<file path="config.mk">
export PLATFORM = sky130hd
export DESIGN_NAME = counter_bank
export DESIGN_NICKNAME = d
export VERILOG_FILES = /design/src/rtl/counter_pkg.sv /design/src/rtl/counter_channel.sv /design/src/rtl/counter_bank.sv
export SDC_FILE = /design/constraint.sdc
export NUM_CORES = 1
export LEC_CHECK = 0
export ABC_AREA = 1
export CAP_MARGIN = 20
export CORE_MARGIN = 4
export CORE_UTILIZATION = 50
export CTS_BUF_LIST = sky130_fd_sc_hd__clkbuf_8
export CTS_CLUSTER_DIAMETER = 100
export DETAILED_ROUTE_END_ITERATION = 7
export GPL_TIMING_DRIVEN = 0
export MAX_ROUTING_LAYER = met4
export PLACE_DENSITY = 0.76
export SYNTH_ARGS = -nofsm -noshare
export SYNTH_HDL_FRONTEND = slang
export SYNTH_SLANG_ARGS = --single-unit
</file>
<file path="constraint.sdc">
create_clock -name clk -period 2.9 [get_ports clk]
set_input_delay 0.29 -clock clk [delete_from_list [all_inputs] [get_ports clk]]
set_output_delay 0.29 -clock clk [all_outputs]
set_load 0.02 [all_outputs]
</file>
<file path="src/rtl/counter_pkg.sv">
// Shared types for the counter bank: channel mode encoding.
`default_nettype none

package counter_pkg;

  typedef enum logic [1:0] {
    MODE_FREE     = 2'b00,
    MODE_PERIODIC = 2'b01,
    MODE_ONESHOT  = 2'b10,
    MODE_HOLD     = 2'b11
  } mode_t;

  localparam int c_MODE_W = 2;

endpackage

`default_nettype wire

</file>
<file path="src/rtl/counter_channel.sv">
// One counter channel: count, running status, terminal-count pulse and sticky flag.
`default_nettype none

module counter_channel
  import counter_pkg::*;
#(
  parameter int W = 16
) (
  input  logic                clk,
  input  logic                rst,
  input  logic                i_strobe,
  input  logic                i_load,
  input  logic                i_en,
  input  logic                i_up_down,
  input  logic [c_MODE_W-1:0] i_mode,
  input  logic [W-1:0]        i_reload_val,
  input  logic                i_flag_clr,
  output logic [W-1:0]        o_count,
  output logic                o_tc,
  output logic                o_flag,
  output logic                o_active
);

  localparam logic [W-1:0] c_ONE = W'(1);

  logic [W-1:0] r_count;
  logic         r_active;
  logic         r_tc;
  logic         r_flag;

  mode_t        w_mode;
  logic [W-1:0] w_start;
  logic         w_tick;
  logic         w_terminal;
  logic         w_tc_set;

  assign w_mode  = mode_t'(i_mode);
  assign w_start = i_up_down ? '0 : i_reload_val;
  assign w_tick  = i_en & r_active & i_strobe & (w_mode != MODE_HOLD);

  always_comb begin
    w_terminal = 1'b0;
    case (w_mode)
      MODE_FREE: w_terminal = i_up_down ? (r_count == '1) : (r_count == '0);
      default:   w_terminal = i_up_down ? (r_count == i_reload_val) : (r_count == '0);
    endcase
  end

  // A load in the same cycle swallows the tick, so no terminal event either.
  assign w_tc_set = ~i_load & w_tick & w_terminal;

  always_ff @(posedge clk or posedge rst) begin
    if (rst) begin
      r_count  <= '0;
      r_active <= 1'b0;
      r_tc     <= 1'b0;
      r_flag   <= 1'b0;
    end else begin
      r_tc <= w_tc_set;
      if (i_load) begin
        r_count  <= w_start;
        r_active <= 1'b1;
      end else if (w_tick) begin
        if (w_terminal) begin
          case (w_mode)
            MODE_FREE:     r_count  <= i_up_down ? '0 : '1;
            MODE_PERIODIC: r_count  <= w_start;
            default:       r_active <= 1'b0;
          endcase
        end else begin
          r_count <= i_up_down ? r_count + c_ONE : r_count - c_ONE;
        end
      end
      if (w_tc_set) begin
        r_flag <= 1'b1;
      end else if (i_flag_clr) begin
        r_flag <= 1'b0;
      end
    end
  end

  assign o_count  = r_count;
  assign o_tc     = r_tc;
  assign o_flag   = r_flag;
  assign o_active = r_active;

endmodule

`default_nettype wire

</file>
<file path="src/rtl/counter_bank.sv">
// Bank of NCH independent counters sharing a prescaler strobe and an irq line.
// Optional prescaler built when COUNTER_BANK_PRESCALE_EN is defined.
`default_nettype none

module counter_bank
  import counter_pkg::*;
#(
  parameter int W       = 16,
  parameter int NCH     = 4,
  parameter int PRESC_W = 8
) (
  input  logic                    clk,
  input  logic                    rst,
  input  logic [NCH-1:0]          load,
  input  logic [NCH-1:0]          en,
  input  logic [NCH-1:0]          up_down,
  input  logic [NCH*c_MODE_W-1:0] mode,
  input  logic [NCH*W-1:0]        reload_val,
  input  logic [NCH-1:0]          flag_clr,
  input  logic [NCH-1:0]          irq_mask,
  input  logic [PRESC_W-1:0]      presc_div,
  output logic [NCH*W-1:0]        count,
  output logic [NCH-1:0]          tc,
  output logic [NCH-1:0]          flag,
  output logic [NCH-1:0]          active,
  output logic                    irq
);

  logic w_strobe;

`ifdef COUNTER_BANK_PRESCALE_EN
  logic [PRESC_W-1:0] r_presc;

  assign w_strobe = (r_presc == presc_div);

  always_ff @(posedge clk or posedge rst) begin
    if (rst) begin
      r_presc <= '0;
    end else if (w_strobe) begin
      r_presc <= '0;
    end else begin
      r_presc <= r_presc + PRESC_W'(1);
    end
  end
`else
  logic w_unused_presc;

  assign w_strobe       = 1'b1;
  assign w_unused_presc = ^presc_div;
`endif

  generate
    for (genvar g = 0; g < NCH; g++) begin : g_ch
      counter_channel #(
        .W (W)
      ) u_ch (
        .clk          (clk),
        .rst          (rst),
        .i_strobe     (w_strobe),
        .i_load       (load[g]),
        .i_en         (en[g]),
        .i_up_down    (up_down[g]),
        .i_mode       (mode[g*c_MODE_W +: c_MODE_W]),
        .i_reload_val (reload_val[g*W +: W]),
        .i_flag_clr   (flag_clr[g]),
        .o_count      (count[g*W +: W]),
        .o_tc         (tc[g]),
        .o_flag       (flag[g]),
        .o_active     (active[g])
      );
    end
  endgenerate

  assign irq = |(flag & irq_mask);

endmodule

`default_nettype wire

</file>
==> impl_results.md, run 1 <==
* Status: complete, no violations
* DRC at 0
* Net Switching at 4.25 mW
* Synth Area in XOR/XNOR at 4.58%
* Worst-Margin Slew at 0.599 ns
* Rows at 51
* Post-Layout Cell Count at 2,273
* Placed cells at 2,260
* Complex-gate fraction of the synthesized area at 6.93%
* DRT antenna net count at 0
* CP startpoint kind: input pin
* YS warnings at 0
* Dpl cell area at 0.0122 mm²
* Finished Core Util at 63.1%
* Post-Synth Adder-Cell Area at 7.70%
* Critical Path Fanout Max at 27
* Peak VDD IR at 0.000455 V
* Int Pwr at 4.02 mW
* Post-DR wirelength/cell at 14.8 µm
* Synth area leaders: nand2_1 28%, dfrtp_1 19%, nand3_1 12%
* R2R setup slack at 0.38 ns
* Largest net degree at the start of global routing at 63
* Final worst-path cycle share at 95.2%
* # setup viols final at 0
* Synth Area in Simple Gates at 49.1%
* DRT iter0 DRCs at 1,110
* RSZ-0062 raised after global routing: no
* Die ar. at 0.0226 mm²
* Largest family of logic cells by synthesized area: simple AND/OR/NAND/NOR gates
* Initial antenna violation count at 0
* P_leak at 6.81 nW
* ANT cells at 0
* Max-cap violations at 0
* Leading area contributor after synthesis: nand2_1
* Layout cells sized above 1 at 3.88%
* Clock network fraction of design power at 11.6%
* Drt first pass iters at 7
* Num ports at 179
* Cell count after synthesis at 1,825
* Worst min path class: in -> async
* Slew headroom at 60.0%
* Top cells by count, synth: 743 x nand2_1, 245 x inv_1, 242 x nand3_1, 108 x nor2_1, 76 x dfrtp_1
* Clock sink total at 76
* Yosys top cell area share at 27.5%
* Root Driver: clkbuf_8
* Fmax at 362 MHz
* Worst stage delay on the critical path at 0.64 ns
* Crit end category: flop
* CTS tree: built
* Vias at 12,000
* Hold WS at 0.172 ns
* Bufs on Longest Clock Path at 2
* Crit path time final at 2.76 ns
* Netlist cell types at 36
* Clock skew at 0.0142 ns
* Async set-or-reset flop fraction in the synthesized netlist at 100%
* Port buffer count at 169
* CP cell instances: clkdlybuf4s50_1 -> inv_4 -> nand4_1 -> nor3_1 -> nand4_1 -> nand2_4 -> nand3_2 -> nand2_4 -> inv_2 -> buf_6 -> nand2_1 -> nand2_1
* Post-route cell area at 0.0124 mm²
* Seq/Total Area, Yosys at 18.8%
* Initial Utilization at 51.4%
* Worst Setup Path Type: in -> reg
* Critical Path RT at 3.17 ns
* HPWL after DPL at 26,400 µm
* Slowest cell on crit path: clkdlybuf4s50_1
* H-Tree Depth at 3
* Most frequent cell after synthesis: nand2_1
* Arrival @ worst endpoint at 3.03 ns
* Area Overhead vs Synth at 22.7%
* Top_reg_cell synth: dfrtp_1
* Multiplexer area fraction after synthesis at 0%
* Final nets at 2,165
* Post-synthesis cell area at 0.0101 mm²
* CTS Buf Count at 9
* EDFF count, synth at 0
* First-pass GRT wire length at 54,800 µm
* Clk slew on worst S/H paths at 0.09 ns
* Routability Congestion at 0.997
* Overall Power at 8.26 mW
* Clk_lat worst skew at 0.38 ns
* DR vias/cell at 5.27
* Fillers at 1,972
* GRT Residual Overflow at 0
* Vias in the first global route at 11,200
* Final wirelength at 33,600 µm
* Cell Pwr Density at 664 mW/mm²
* Final hold violation count at 0
* Die Wd at 150 µm
* Global-route usage over all layers at 30.6%
* Switching Fraction at 51.4%
* Syn nets at 1,987
* Die H at 150 µm
* Seq pwr share at 23.4%
* #FFs+latches synth at 76
* Post-Syn Area per Cell at 5.55 µm²
* Final Max Tran Viols at 0
* Core area at 0.0197 mm²
* Gate power share at 65.0%
==> state kept, by name, summed over array words and instances (netlist names) <==
name and count:
g_ch.u_ch.o_active 4, g_ch.u_ch.o_count 64, g_ch.u_ch.o_flag 4, g_ch.u_ch.o_tc 4
==> final cells by class <==
cell class	instances	area (µm²)	share of cell area, %
Clock inverter	6	80.1	0.644
Multi-Input combinational cell	1431	6930	55.7
Inverter	258	980	7.88
Clock buffer	10	138	1.11
Tap cell	265	332	2.67
Buffer	56	345	2.78
Sequential cell	76	1900	15.3
Timing Repair Buffer	171	1730	13.9
==> repair_timing <==
action / CTS / global route
hold buffers: 0 / 0
gates resized for setup: 9 / 11
setup buffers: 1 / 0
setup endpoints to repair: 51 / 42
==> routing by layer <==
metal | vias to the layer above | GRT usage, % | routed length [µm]
li1 | 6116 | - | -
met1 | 5334 | 41.8 | 15300
met2 | 474 | 48.1 | 15100
met3 | 52 | 3.28 | 2500
met4 | 0 | 8.92 | 660
met5 | - | - | 0
==> cell usage in the layout, fill, tap and decap left out, types with 3 or more instances in the layout <==
cell / netlist / routed
inv_2: 11 / 9
nor4_1: 9 / 9
o21ai_0: 73 / 70
clkbuf_8: 0 / 12
ha_1: 56 / 56
xor2_1: 16 / 16
inv_1: 245 / 245
nand4_1: 22 / 22
xnor2_1: 37 / 37
o21bai_1: 3 / 3
nand2_4: 3 / 3
nand2_2: 6 / 6
clkdlybuf4s50_1: 0 / 167
inv_4: 0 / 3
a21oi_1: 50 / 50
or2_2: 4 / 4
o22ai_1: 3 / 3
buf_6: 6 / 6
dfrtp_1: 76 / 76
nor2_1: 108 / 108
nor3_1: 25 / 25
nand2_1: 743 / 743
nand3b_1: 11 / 11
buf_4: 15 / 17
fa_1: 4 / 4
buf_2: 8 / 8
nand3_1: 242 / 242
clkbuf_1: 30 / 23
and2_1: 5 / 5
==> final timing paths <==
| kind | from | endpoint | cells after the start |
|---|---|---|---|
| max | up_down[2] | g_ch[2].u_ch.o_count[2]$_DFFE_PP0P_ | 12 |
| min | rst | g_ch[2].u_ch.o_count[14]$_DFFE_PP0P_ | 2 |
| max reg2reg | g_ch[3].u_ch.o_count[0]$_DFFE_PP0P_ | g_ch[3].u_ch.o_count[12]$_DFFE_PP0P_ | 15 |
| min reg2reg | g_ch[1].u_ch.o_active$_DFFE_PP0P_ | g_ch[1].u_ch.o_active$_DFFE_PP0P_ | 2 |
| max in group asynchronous | rst | g_ch[3].u_ch.o_count[6]$_DFFE_PP0P_ | 3 |
| min in group clk | flag_clr[0] | g_ch[0].u_ch.o_flag$_DFFE_PP0P_ | 2 |
==> metrics by stage <==
step | worst slack, ns | TNS [ns]
floorplan | 0.131 | 0
global placement | -1.39 | -106.20
detailed placement | -1.37 | -44.17
CTS | 0.00646 | 0
global route | 0.000753 | 0
finish | 0.139 | 0
==> power groups by stage <==
stage | Combinational [mW] | Sequential, mW | Clock, mW
3_5_place_dp | 5.29 | 1.93 | 0
2_1_floorplan | 3.39 | 2.04 | 0
6_report | 5.37 | 1.93 | 0.959
4_1_cts | 5.33 | 1.92 | 0.979
5_1_grt | 6.05 | 1.97 | 1.02
3_3_place_gp | 5.23 | 1.93 | 0
==> logic make-up (layout without fill, tap and decap cells) <==
| family | after synthesis | count (layout) |
|---|---|---|
| AO/OA/AOI/OAI | 135 | 135 |
| XOR/XNOR | 53 | 53 |
| adder cells (fa/ha/maj) | 60 | 60 |
| buffers and inverters | 318 | 501 |
| flip-flops | 76 | 76 |
| AND/OR/NAND/NOR | 1183 | 1183 |
==> critical path, delay by kind of cell <==
kind | cells | cell delay [ns]
AND/OR/NAND/NOR | 8 | 1.48
buffers and inverters | 4 | 1.26
Power figures use the tool's default switching activity.
==> run 2, diff against run 1 <==
CAP_MARGIN = not set   (was 20)
==> results of run 2 <==
No change in the layout: final DEF, timing and power equal those of run 1.
